--- config.mk ---
export PLATFORM = sky130hd
export DESIGN_NAME = vram_tile_arbiter
export DESIGN_NICKNAME = d
export VERILOG_FILES = /design/src/rtl/vram_arb_pkg.sv /design/src/rtl/tile_shifter.sv /design/src/rtl/vram_tile_arbiter.sv
export SDC_FILE = /design/constraint.sdc
export NUM_CORES = 1
export LEC_CHECK = 0
export BUFFER_PORTS_ARGS = -buffer_cell sky130_fd_sc_hd__buf_2
export CORE_ASPECT_RATIO = 1.4
export CORE_MARGIN = 3
export CORE_UTILIZATION = 53
export CTS_CLUSTER_DIAMETER = 50
export CTS_CLUSTER_SIZE = 28
export DETAILED_ROUTE_END_ITERATION = 6
export HOLD_SLACK_MARGIN = 0.06
export PLACE_DENSITY = 0.85
export SYNTH_ARGS = -nofsm -noshare
export SYNTH_HDL_FRONTEND = slang
export SYNTH_SLANG_ARGS = --single-unit
--- constraint.sdc ---
create_clock -name clk_i -period 3.8 [get_ports clk_i]
set_clock_uncertainty 0.1 [all_clocks]
set_input_delay 0.57 -clock clk_i [delete_from_list [all_inputs] [get_ports clk_i]]
set_output_delay 0.57 -clock clk_i [all_outputs]
set_load 0.005 [all_outputs]
--- src/rtl/vram_arb_pkg.sv ---
// Shared constants and types for the VRAM tile arbiter.
package vram_arb_pkg;

    // Pixel slot (hpos[2:0]) assignments within each 8-pixel tile window
    localparam logic [2:0] SLOT_NAME  = 3'd0;
    localparam logic [2:0] SLOT_PAT   = 3'd1;
    localparam logic [2:0] SLOT_LATCH = 3'd2;
    localparam logic [2:0] SLOT_LOAD  = 3'd7;

    // Owner of the RAM read issued in the previous cycle
    typedef enum logic [1:0] {
        TAG_NONE,
        TAG_NAME,
        TAG_PAT,
        TAG_CPU
    } tag_e;

    // CPU access FSM states
    localparam logic ST_IDLE = 1'b0;
    localparam logic ST_ACK  = 1'b1;

endpackage

--- src/rtl/tile_shifter.sv ---
// Pattern byte latch plus 8-bit left shifter producing the tile pixel stream.
module tile_shifter (
    input  logic       clk_i,
    input  logic       reset_ni,
    input  logic       latch_i,
    input  logic       load_i,
    input  logic       shift_en_i,
    input  logic       display_on_i,
    input  logic [7:0] data_i,
    output logic       pixel_o
);

    logic [7:0] next_bits_q;
    logic [7:0] shifter_q;

    // Capture the fetched pattern byte for the upcoming column
    always_ff @(posedge clk_i or negedge reset_ni) begin
        if (!reset_ni) begin
            next_bits_q <= '0;
        end else if (latch_i) begin
            next_bits_q <= data_i;
        end
    end

    // Load at the tile boundary, otherwise shift out MSB-first while displaying
    always_ff @(posedge clk_i or negedge reset_ni) begin
        if (!reset_ni) begin
            shifter_q <= '0;
        end else if (load_i) begin
            shifter_q <= next_bits_q;
        end else if (shift_en_i) begin
            shifter_q <= {shifter_q[6:0], 1'b0};
        end
    end

    assign pixel_o = shifter_q[7] & display_on_i;

endmodule

--- src/rtl/vram_tile_arbiter.sv ---
// Shares one single-port VRAM between tile fetch (fixed slots) and a CPU port.
module vram_tile_arbiter
    import vram_arb_pkg::*;
#(
    parameter int unsigned       ADDR_W       = 11,
    parameter logic [ADDR_W-1:0] PAT_BASE     = 11'h400,
    parameter int unsigned       PREFETCH_COL = 37
) (
    input  logic              clk_i,
    input  logic              reset_ni,
    input  logic [8:0]        hpos_i,
    input  logic [8:0]        vpos_i,
    input  logic              display_on_i,
    input  logic              cpu_req_i,
    input  logic              cpu_we_i,
    input  logic [ADDR_W-1:0] cpu_addr_i,
    input  logic [7:0]        cpu_wdata_i,
    output logic              cpu_ack_o,
    output logic [7:0]        cpu_rdata_o,
    output logic [ADDR_W-1:0] ram_addr_o,
    output logic              ram_we_o,
    output logic [7:0]        ram_wdata_o,
    input  logic [7:0]        ram_rdata_i,
    output logic              pixel_o
);

    localparam logic [5:0] PF_COL = PREFETCH_COL[5:0];

    logic [2:0]        slot;
    logic              active_win;
    logic [7:0]        row;
    logic [4:0]        col;
    logic [7:0]        name_byte;
    logic [ADDR_W-1:0] name_addr;
    logic [ADDR_W-1:0] pat_addr;
    logic              cpu_issue;
    logic              cpu_rd_ret;
    logic              state_q, state_d;
    tag_e              tag_q, tag_d;
    logic [7:0]        name_q;
    logic [7:0]        rdata_q;
    logic              rd_q;
    logic              unused_bits;

    assign slot       = hpos_i[2:0];
    assign active_win = display_on_i | (hpos_i[8:3] == PF_COL);

    // Fetch coordinates: current line in display, column 0 of next line in prefetch.
    // Only row[7:0] is ever used, so the 9-bit wrap of vpos+1 reduces to 8 bits.
    always_comb begin
        row = vpos_i[7:0] + 8'd1;
        col = 5'd0;
        if (display_on_i) begin
            row = vpos_i[7:0];
            col = hpos_i[7:3] + 5'd1;
        end
    end

    // Name byte comes straight off the RAM in slot 1; fall back to the latch otherwise
    assign name_byte = (tag_q == TAG_NAME) ? ram_rdata_i : name_q;
    assign name_addr = ADDR_W'({row[7:3], col});
    assign pat_addr  = PAT_BASE + ADDR_W'({name_byte[6:0], row[2:0]});

    assign cpu_rd_ret  = (tag_q == TAG_CPU) & rd_q;
    assign unused_bits = ^{vpos_i[8], name_byte[7]};

    // RAM port mux: video slots first, CPU issue only in free cycles while IDLE
    always_comb begin
        tag_d       = TAG_NONE;
        ram_addr_o  = '0;
        ram_we_o    = 1'b0;
        ram_wdata_o = '0;
        cpu_issue   = 1'b0;
        if (!reset_ni) begin
            tag_d = TAG_NONE;
        end else if (active_win && slot == SLOT_NAME) begin
            ram_addr_o = name_addr;
            tag_d      = TAG_NAME;
        end else if (active_win && slot == SLOT_PAT) begin
            ram_addr_o = pat_addr;
            tag_d      = TAG_PAT;
        end else if (state_q == ST_IDLE && cpu_req_i) begin
            cpu_issue   = 1'b1;
            ram_addr_o  = cpu_addr_i;
            ram_we_o    = cpu_we_i;
            ram_wdata_o = cpu_wdata_i;
            tag_d       = TAG_CPU;
        end
    end

    // CPU FSM next state: ACK always lasts exactly one cycle
    always_comb begin
        state_d = ST_IDLE;
        case (state_q)
            ST_IDLE: state_d = cpu_issue ? ST_ACK : ST_IDLE;
            default: state_d = ST_IDLE;
        endcase
    end

    // State, read-owner tag and data capture registers
    always_ff @(posedge clk_i or negedge reset_ni) begin
        if (!reset_ni) begin
            state_q <= ST_IDLE;
            tag_q   <= TAG_NONE;
            name_q  <= '0;
            rdata_q <= '0;
            rd_q    <= 1'b0;
        end else begin
            state_q <= state_d;
            tag_q   <= tag_d;
            rd_q    <= cpu_issue & ~cpu_we_i;
            if (tag_q == TAG_NAME) begin
                name_q <= ram_rdata_i;
            end
            if (cpu_rd_ret) begin
                rdata_q <= ram_rdata_i;
            end
        end
    end

    assign cpu_ack_o   = (state_q == ST_ACK);
    // Read data is live in the ack cycle, then held by the capture register
    assign cpu_rdata_o = cpu_rd_ret ? ram_rdata_i : rdata_q;

    tile_shifter u_tile_shifter (
        .clk_i        (clk_i),
        .reset_ni     (reset_ni),
        .latch_i      (active_win && slot == SLOT_LATCH && tag_q == TAG_PAT),
        .load_i       (active_win && slot == SLOT_LOAD),
        .shift_en_i   (display_on_i && slot != SLOT_LOAD),
        .display_on_i (display_on_i),
        .data_i       (ram_rdata_i),
        .pixel_o      (pixel_o)
    );

endmodule

==> reports/qor.yml, run 1 <==
run_status:
  status: "completed"
yosys:
  ys_seq_area_frac: 0.4125
  synth_top_family_by_area: "simple AND/OR/NAND/NOR gates"
  synth_top_area_frac: 0.4125
  synth.top_cells.by_area: "dfrtp_1 (41%), mux2_2 (13%), o221a_2 (4.8%)"
  synthArstFlopShare: 1.000
  synth.avg_cell_area_um2: 10.72
  synthMuxAreaShare: 0.1603
  synth-edff-count: 0
  yosysMostFrequentCell: "dfrtp_1"
  synth_common_cells: "dfrtp_1 (35), mux2_2 (24), nand2_1 (14)"
  yosys.area_share.xor_xnor: 0.03712
  synthDistinctLibCells: 46
  ys_warn_count: 0
  yosys.area_share.simple: 0.1768
  ys_ff_latch: 35
  synth-compound-area-share: 0.1632
  syn-cell-area_mm2: 0.002123
  synthAdderAreaFrac: 0.01768
  synth_nets: 251
  syn_inst: 198
  yosys_most_used_dff: "dfrtp_1"
  synth_top_area_cell: "dfrtp_1"
sta:
  hold_violations: 0
  setup_viol_count_final: 0
  worst_pin_slew_ns: 0.5818
  fmax_ghz: 0.3250
  finalCritPeriodShare: 0.8096
  slew_violations: 0
  period_needed_ns: 3.077
  setup_tns_ns: 0
  fin_hold_ws_ns: 0.1162
  rsz0062_at_grt: "no"
  relSlewSlack: 0.6092
worst_setup_path:
  path_cells: "buf_2 > ha_1 > and3b_1 > a31oi_4 > mux2_2 > nor4_1 > buf_2"
  start_kind: "input port"
  cpPeakStageDelay_ns: 0.38
  crit_fanout: 10
  arrival_ns: 2.41
  worst_path_dominant_cell_family: "simple AND/OR/NAND/NOR gates"
  path_common_cell: "buf_2"
  endpoint_kind: "output port"
  critPathRequiredTime_ns: 3.13
  cpMaxStageDelayCell: "a31oi_4"
  worstSetupPathType: "in -> out"
  crit_buf_inv: 2
routing:
  routed_wl_mm: 4.947
  remaining_drc_errors: 0
  drtAntennaViolNets: 0
  post_drt_via_cell_ratio: 5.752
  vias: 1829
  detail_route.iter0.violations: 34
  first_pass_iters: 4
  wl_per_cell_um: 15.56
power_and_ir_drop:
  p_leak_uw: 0.001272
  max-vdd-ir-drop_v: 0.0003160
  p_per_area_mw_per_mm2: 359.1
global_route:
  grt_pass1_vias: 1822
  antenna_found_initial: 0
  track_usage: 0.2242
  gr-total-overflow: 0
  grt_max_degree: 25
  grt_pass1_wl_mm: 8.259
floorplan:
  io_pins: 80
  initial_core_util: 0.5676
  coreArea_mm2: 0.003741
  die-area_mm2: 0.004813
  die_w_um: 59.50
  die_y_um: 80.89
  num_rows: 26
layout:
  final_core_util: 0.7000
  syn2layout_area_growth_pct: 23.34
  fin_cells: 318
  drive_above_1_share: 0.4601
  final_nets: 329
  n_antenna_cell: 0
clock_tree:
  post-cts-setup-buffer-count: 0
  cts_sinks: 35
  clk_path_buf_depth: 2
  clock_latency_ns: 0.28
  h-tree-depth: 2
  root_buffer: "clkbuf_8"
  ctsHoldBuffers: 0
  postCtsResizedCells: 0
  cts_tree: "built"
  path_clk_slew_ns: 0.07
  numCtsBuffers: 5
flow_run:
  maxCapViolCount: 0
place:
  dp_hpwl_mm: 3.879
  placed_cells: 311
  place.port_buffers: 78
  gp_congestion: 0.8169
hold_path:
  hold_class: "in -> async"
## kinds of logic (layout without fill, tap and decap cells)
kind of cell,Yosys count,count (layout)
AOI/OAI and AO/OA,43,43
xor gates and xnor gates,9,9
adders and majority gates,3,3
buffers and inverters,14,92
DFF,35,35
muxes,31,31
and+or+nand+nor,63,63
## cell usage in the layout, fill, tap and decap left out, types with 3 or more instances in the layout
cell type,count
mux2i_1,7
mux2_2,24
dfrtp_1,35
inv_1,3
xnor2_1,6
xor2_1,3
nor3_1,4
a211oi_1,3
and3_1,4
a22oi_1,3
o21ai_0,4
a21oi_1,11
nand2_1,14
o221a_2,9
ha_1,3
clkbuf_8,6
and2_1,10
nand3_1,11
buf_2,78
nand2b_1,3
## final cells by class
type / count / area, um2
Inverter: 5 / 18.77
Fill cell: 286 / 1122
Timing Repair Buffer: 80 / 405.4
Sequential cell: 35 / 875.8
Multi-Input combinational cell: 149 / 1179
Clock buffer: 6 / 82.58
Clock inverter: 1 / 5.005
Tap cell: 42 / 52.55
## registers in the layout (all words and copies together), names as in the netlist
signal,flops
cpu_ack_o,1
name_q,7
rd_q,1
rdata_q,8
tag_q,2
u_tile_shifter.next_bits_q,8
u_tile_shifter.shifter_q,8
## where the power goes
group          switching, uW  internal, uW
logic                    102           114
registers               27.6           430
clock network            125           142
total                    255           686
## per-layer routing
| metal | GRT usage | wire (um) |
|---|---|---|
| met1 | 0.2556 | 1922 |
| met5 | 0 | 0 |
| met3 | 0.04134 | 294 |
| met2 | 0.4059 | 2637 |
| met4 | 0.08426 | 92 |
## per-stage QoR
stage | worst slack, ns | total power (uW) | instance area (um2)
6_report | 0.7233 | 940.4 | 2619
5_1_grt | 0.6105 | 994.1 | 2619
4_1_cts | 0.7385 | 950.7 | 2619
3_5_place_dp | 0.7420 | 682.0 | 2531
3_3_place_gp | 0.7244 | 671.9 | 2531
2_1_floorplan | 1.151 | 589.0 | 2123
## path summary, 6_finish.rpt
kind / depth (start not counted) / slack, ns / endpoint / startpoint
setup / recovery: 7 / 0.72 / ram_addr_o[5] / hpos_i[3]
hold / removal: 1 / 0.12 / name_q[6] / reset_ni
setup reg to reg: 3 / 2.12 / u_tile_shifter.next_bits_q[5] / tag_q[0]
hold reg to reg: 1 / 0.39 / name_q[2] / name_q[2]
max in group asynchronous: 2 / 2.85 / u_tile_shifter.shifter_q[7] / reset_ni
min in group clk_i: 2 / 0.35 / rd_q / cpu_we_i
Note: power is estimated with default switching activity, not from simulation.
==> run 2, diff against run 1 <==
Settings changed: ABC_AREA set to 1, CORE_UTILIZATION 53 to 50, PLACE_DENSITY 0.85 to 0.8.
Clock period 3.8 ns to 2.9 ns, I/O delays scaled along.
==> run 2 against run 1 <==
  * Worst hold slack better by 0.099 ns
  * Worst setup slack worse by 0.37 ns
  * Wire length up 6.3%
  * Non-clock buffer count up 4
  * Flip-flop and latch count unchanged
  * Global-route usage down 1.3 points
  * Synthesized cell count up 65%
  * First-iteration DRC count rose to 3.6 times the previous value
  * Critical path type unchanged
  * Critical path depth up 3
  * Sequential share of layout area down 2.1 points
  * Sequential power up 31%
  * Cell count up 46%
==> reports/qor.yml, run 2 <==
worst_setup_path:
  worst_path_dominant_cell_family: "simple AND/OR/NAND/NOR gates"
  cpMaxStageDelayCell: "nand4_1"
  cpPeakStageDelay_ns: 0.35
  crit_fanout: 22
  crit_buf_inv: 3
  endpoint_kind: "output port"
  worstSetupPathType: "in -> out"
  start_kind: "input port"
  rr_startpoint: "tag_q[0]"
  critPathRequiredTime_ns: 2.37
  path_cells: "buf_2 > ha_1 > inv_1 > nor2_1 > nand2_2 > nand2_4 > nand3_4 > nand4_1 > nor2_1 > buf_2"
  arrival_ns: 2.01
  crit_path_start: "hpos_i[3]"
sta:
  setup_viol_count_final: 0
  hold_violations: 0
  setup_tns_ns: 0
  fin_ws_ns: 0.3526
  slew_violations: 0
  finalCritPeriodShare: 0.8784
  worst_pin_slew_ns: 0.5002
  fmax_ghz: 0.3926
  rsz0062_at_grt: "no"
  period_needed_ns: 2.547
  relSlewSlack: 0.6656
clock_tree:
  clock_latency_ns: 0.28
  cts_tree: "built"
  cts_sinks: 35
  path_clk_slew_ns: 0.07
  clk_path_buf_depth: 2
  root_buffer: "clkbuf_8"
  numCtsBuffers: 5
  h-tree-depth: 2
yosys:
  synth_top_area_frac: 0.3885
  ys_warn_count: 0
  yosysMostFrequentCell: "nand2_1"
  synth_common_cells: "nand2_1 (103), nor2_1 (38), inv_1 (37)"
  ys_seq_area_frac: 0.3885
  ys_ff_latch: 35
  synth_top_area_cell: "dfrtp_1"
  syn-cell-area_mm2: 0.002255
  syn_inst: 326
  synth.avg_cell_area_um2: 6.916
  synth_nets: 379
  synthDistinctLibCells: 33
  synth-edff-count: 0
  synth.top_cells.by_area: "dfrtp_1 (39%), nand2_1 (17%), nor2_1 (6.3%)"
  yosys_most_used_dff: "dfrtp_1"
  synthArstFlopShare: 1.000
layout:
  fillers: 408
  fin_cells: 465
  final_common_cell: "nand2_1"
  syn2layout_area_growth_pct: 23.86
  n_antenna_cell: 0
  drive_above_1_share: 0.2716
  seq_area_um2: 875.8
  reg.largest.list: "rdata_q x8, u_tile_shifter.next_bits_q x8, u_tile_shifter.shifter_q x8"
  layout_common_cells: "nand2_1 (103), buf_2 (78), nor2_1 (38), inv_1 (37), dfrtp_1 (35)"
  final_core_util: 0.6534
  final_nets: 458
  multi_input_area_mm2: 0.001147
power_and_ir_drop:
  max-vdd-ir-drop_v: 0.0001850
  seq_power_share: 0.457
  p_sw_uw: 372.4
  combPwrFrac: 0.227
  internal_power_uw: 941.7
  clkPwrFrac: 0.316
  power_uw: 1314
  p_per_area_mw_per_mm2: 470.6
  p_leak_uw: 0.001589
  swShare: 0.2834
place:
  placed_cells: 457
  gp_congestion: 0.8072
  place.port_buffers: 78
  dp_hpwl_mm: 4.329
  dpl_worst_slack_ns: 0.3495
global_route:
  grt_pass1_wl_mm: 9.101
  gr-total-overflow: 0
  grt_pass1_vias: 2099
  track_usage: 0.2109
  grt_max_degree: 23
  antenna_found_initial: 0
routing:
  vias: 2243
  detail_route.iter0.violations: 123
  wl_per_cell_um: 11.31
  remaining_drc_errors: 0
  routed_wl_mm: 5.259
  first_pass_iters: 5
  post_drt_via_cell_ratio: 4.824
  drtAntennaViolNets: 0
floorplan:
  initial_core_util: 0.5275
  coreArea_mm2: 0.004274
  die_w_um: 62.76
  die_y_um: 85.46
  num_rows: 28
  die-area_mm2: 0.005363
  io_pins: 80
flow_run:
  maxCapViolCount: 0
run_status:
  status: "completed"
hold_path:
  hold_path.startpoint: "cpu_we_i"
  hold_class: "in -> reg"
[run 2: cell count changes in the layout (fill, tap and decap cells not counted), sizes merged, moves of 4 or more]
cell	change
nand4	+5
mux2i	-7
nand3	+9
o221a	-9
and2	-10
o21ai	+30
nor2	+44
inv	+37
nand2	+91
xnor2	-4
mux2	-24
[run 2: cell families (layout without fill, tap and decap cells)]
kind of cell / Yosys count / in the layout / share of synthesized area
simple gates: 183 / 183 / 0.3596
buf+inv: 52 / 131 / 0.1027
compound gates: 50 / 50 / 0.1210
flops: 35 / 35 / 0.3885
fa+ha+maj: 3 / 3 / 0.01665
xor+xnor: 3 / 3 / 0.01166
[run 2: metrics by stage]
stage | area [um2] | hold slack (ns)
6_report | 2793 | 0.2155
3_3_place_gp | 2676 | 0.2364
2_1_floorplan | 2255 | 0.03941
5_1_grt | 2793 | 0.2164
4_1_cts | 2793 | 0.2113
3_5_place_dp | 2676 | 0.2375
[run 2: power by group through the flow]
stage	combinational [uW]	sequential (uW)	clock, uW
2_1_floorplan	183	598	0
3_3_place_gp	289	607	0
3_5_place_dp	300	610	0
4_1_cts	302	601	423
5_1_grt	346	610	440
6_report	298	601	415
[run 2: repair_timing]
action	CTS	global route
hold buffers	1	0
hold endpoints to repair	2	0
setup buffers	0	0
resized for setup	0	0
[run 2: worst register-to-register path: stages, from the launching register on]
cell and delay [ns]:
dfrtp_1 0.40, nor3_1 0.33, nand4_4 0.25, nand2_1 0.12, o21ai_0 0.08
[run 2: path summary, 6_finish.rpt]
path,end,slack (ns),cells past startpoint
max reg2reg,u_tile_shifter.next_bits_q[7],1.49,4
min in group asynchronous,cpu_ack_o,0.49,2
min reg2reg,rdata_q[4],0.39,2
max,ram_wdata_o[7],0.35,10
min,rd_q,0.22,2
max in group asynchronous,u_tile_shifter.shifter_q[3],1.63,3
[run 2: cell type report]
| type | instances | area share |
|---|---|---|
| clock inverters | 2 | 0.01344 |
| well taps | 60 | 0.02688 |
| flip-flops and latches | 35 | 0.3136 |
| multi-input cells | 239 | 0.4108 |
| clock buffers | 5 | 0.02464 |
| inverters | 40 | 0.05376 |
| repair buffers | 84 | 0.1568 |
[run 2: layer usage]
metal / global-route usage / vias up / wire, um
met5: 0 / - / 0
met4: 0.06627 / 0 / 72
met3: 0.04636 / 8 / 292
met2: 0.3786 / 67 / 2670
met1: 0.2496 / 989 / 2224
li1: - / 1179 / -
==> run 3, diff against run 2 <==
Settings changed: CORE_UTILIZATION 50 to 45, PLACE_DENSITY 0.8 to 0.76.
Clock period 2.9 ns to 2.2 ns, I/O delays scaled along.
==> run 3 against run 2 <==
  * Cell count increased by 2.2%
  * Sequential share of layout area decreased by 1.1 points
  * Clock power increased by 64%
  * Flip-flop and latch count unchanged
  * First-iteration DRC count decreased by 9.8%
  * Via count increased by 1.6%
  * Die area increased by 10%
  * Combinational power increased by 37%
  * Worst hold slack got worse by 0.12 ns
==> reports/qor.yml, run 3 (synthesis gave the netlist of run 2 again) <==
run_status:
  status: "completed"
clock_tree:
  root_buffer: "clkbuf_8"
  clock_latency_ns: 0.29
  path_clk_slew_ns: 0.07
  numCtsBuffers: 5
  cts_tree: "built"
  cts_sinks: 35
  clk_path_buf_depth: 2
  h-tree-depth: 2
layout:
  multi_input_area_mm2: 0.001171
  drive_above_1_share: 0.2930
  final_common_cell: "nand2_1"
  fillers: 448
  n_antenna_cell: 0
  syn2layout_area_growth_pct: 28.19
  final_core_util: 0.6175
  layout_common_cells: "nand2_1 (101), buf_2 (78), nor2_1 (38), inv_1 (37), dfrtp_1 (35)"
  final_nets: 465
  reg.largest.list: "rdata_q x8, u_tile_shifter.next_bits_q x8, u_tile_shifter.shifter_q x8"
  seq_area_um2: 875.8
sta:
  setup_viol_count_final: 0
  period_needed_ns: 2.044
  slew_violations: 0
  fmax_ghz: 0.4893
  rsz0062_at_grt: "yes"
  relSlewSlack: 0.7424
  fin_hold_ws_ns: 0.09421
  worst_pin_slew_ns: 0.3859
  hold_violations: 0
  setup_tns_ns: 0
  finalCritPeriodShare: 0.9290
routing:
  remaining_drc_errors: 0
  post_drt_via_cell_ratio: 4.800
  wl_per_cell_um: 11.34
  drtAntennaViolNets: 0
  detail_route.iter0.violations: 111
  routed_wl_mm: 5.385
  vias: 2280
  first_pass_iters: 4
power_and_ir_drop:
  p_leak_uw: 0.001637
  max-vdd-ir-drop_v: 0.0002714
  p_per_area_mw_per_mm2: 651.0
  power_uw: 1882
floorplan:
  die-area_mm2: 0.005908
  coreArea_mm2: 0.004681
  die_y_um: 89.75
  io_pins: 80
  initial_core_util: 0.4817
  die_w_um: 65.83
  num_rows: 29
worst_setup_path:
  cpMaxStageDelayCell: "buf_4"
  arrival_ns: 1.61
  worst-path-stages: 12
  crit_fanout: 10
  crit_buf_inv: 5
  path_cells: "buf_2 > inv_1 > ha_1 > inv_1 > nor2_1 > nand2_2 > nand2_4 > buf_4 > a21oi_1 > nor2_1 > nor2_2 > buf_2"
  cpPeakStageDelay_ns: 0.18
  worstRegToRegCells: 4
  start_kind: "input port"
  endpoint_kind: "output port"
  worstSetupPathType: "in -> out"
  critPathRequiredTime_ns: 1.77
  worst_path_dominant_cell_family: "simple AND/OR/NAND/NOR gates"
global_route:
  gr-total-overflow: 0
  antenna_found_initial: 0
  grt_pass1_vias: 2196
  grt_max_degree: 29
  track_usage: 0.1933
  grt_pass1_wl_mm: 9.246
place:
  dp_hpwl_mm: 4.258
  place.port_buffers: 78
  gp_congestion: 0.8266
hold_path:
  min_delay_path_depth: 2
  hold_class: "in -> reg"
flow_run:
  maxCapViolCount: 0
[run 3: area by class of cell]
cell class	count	area share
clock buffers	6	0.02511
clock inverters	2	0.02078
inverters	40	0.05195
multi-input cells	240	0.4052
flip-flops and latches	35	0.3030
well taps	62	0.02684
repair buffers	90	0.1671
[run 3: worst paths after layout]
kind	from	to	slack, ns
worst min register to register	name_q[5]	name_q[5]	0.39
worst max-delay path	hpos_i[4]	ram_addr_o[3]	0.16
worst min-delay path	cpu_we_i	rd_q	0.09
max in group asynchronous	reset_ni	u_tile_shifter.shifter_q[2]	1.10
min in group asynchronous	reset_ni	name_q[6]	0.31
worst max register to register	tag_q[0]	u_tile_shifter.next_bits_q[0]	0.78
[run 3: worst register-to-register path, stage by stage (launching register included)]
cell and delay [ns]:
dfrtp_1 0.42, nor3_1 0.33, nand4_4 0.25, nand2_1 0.11, o21ai_0 0.08
[run 3: stage by stage]
stage / instances / instance area [um2] / worst slack [ns]
6_report: 475 / 2890 / 0.1561
5_1_grt: 475 / 2890 / -0.002307
4_1_cts: 472 / 2851 / 0.002795
3_5_place_dp: 463 / 2709 / 0.07076
3_3_place_gp: 463 / 2709 / 0.09061
2_1_floorplan: 326 / 2255 / 0.3968
[run 3: what timing repair did]
action / CTS / global route
hold endpoints to repair: 7 / 0
pin swaps: 0 / 1
resized for setup: 5 / 5
endpoints found under the setup margin: 3 / 17
hold buffers: 1 / 0
cloned: 0 / 1
setup buffers: 0 / 2
[run 3: power breakdown]
group | internal [uW] | switching, uW | total [uW]
clock network | 453 | 229 | 682
registers | 747 | 45.6 | 792
logic | 174 | 234 | 408
[run 3: per-layer routing]
metal	vias to the layer above	GRT usage	wire, um	part of all wire
met2	69	0.3364	2742	0.51
met3	11	0.03491	319	0.059
li1	1199	-	-	-
met1	1001	0.2299	2211	0.41
met4	0	0.07266	111	0.021
met5	-	0	0	0
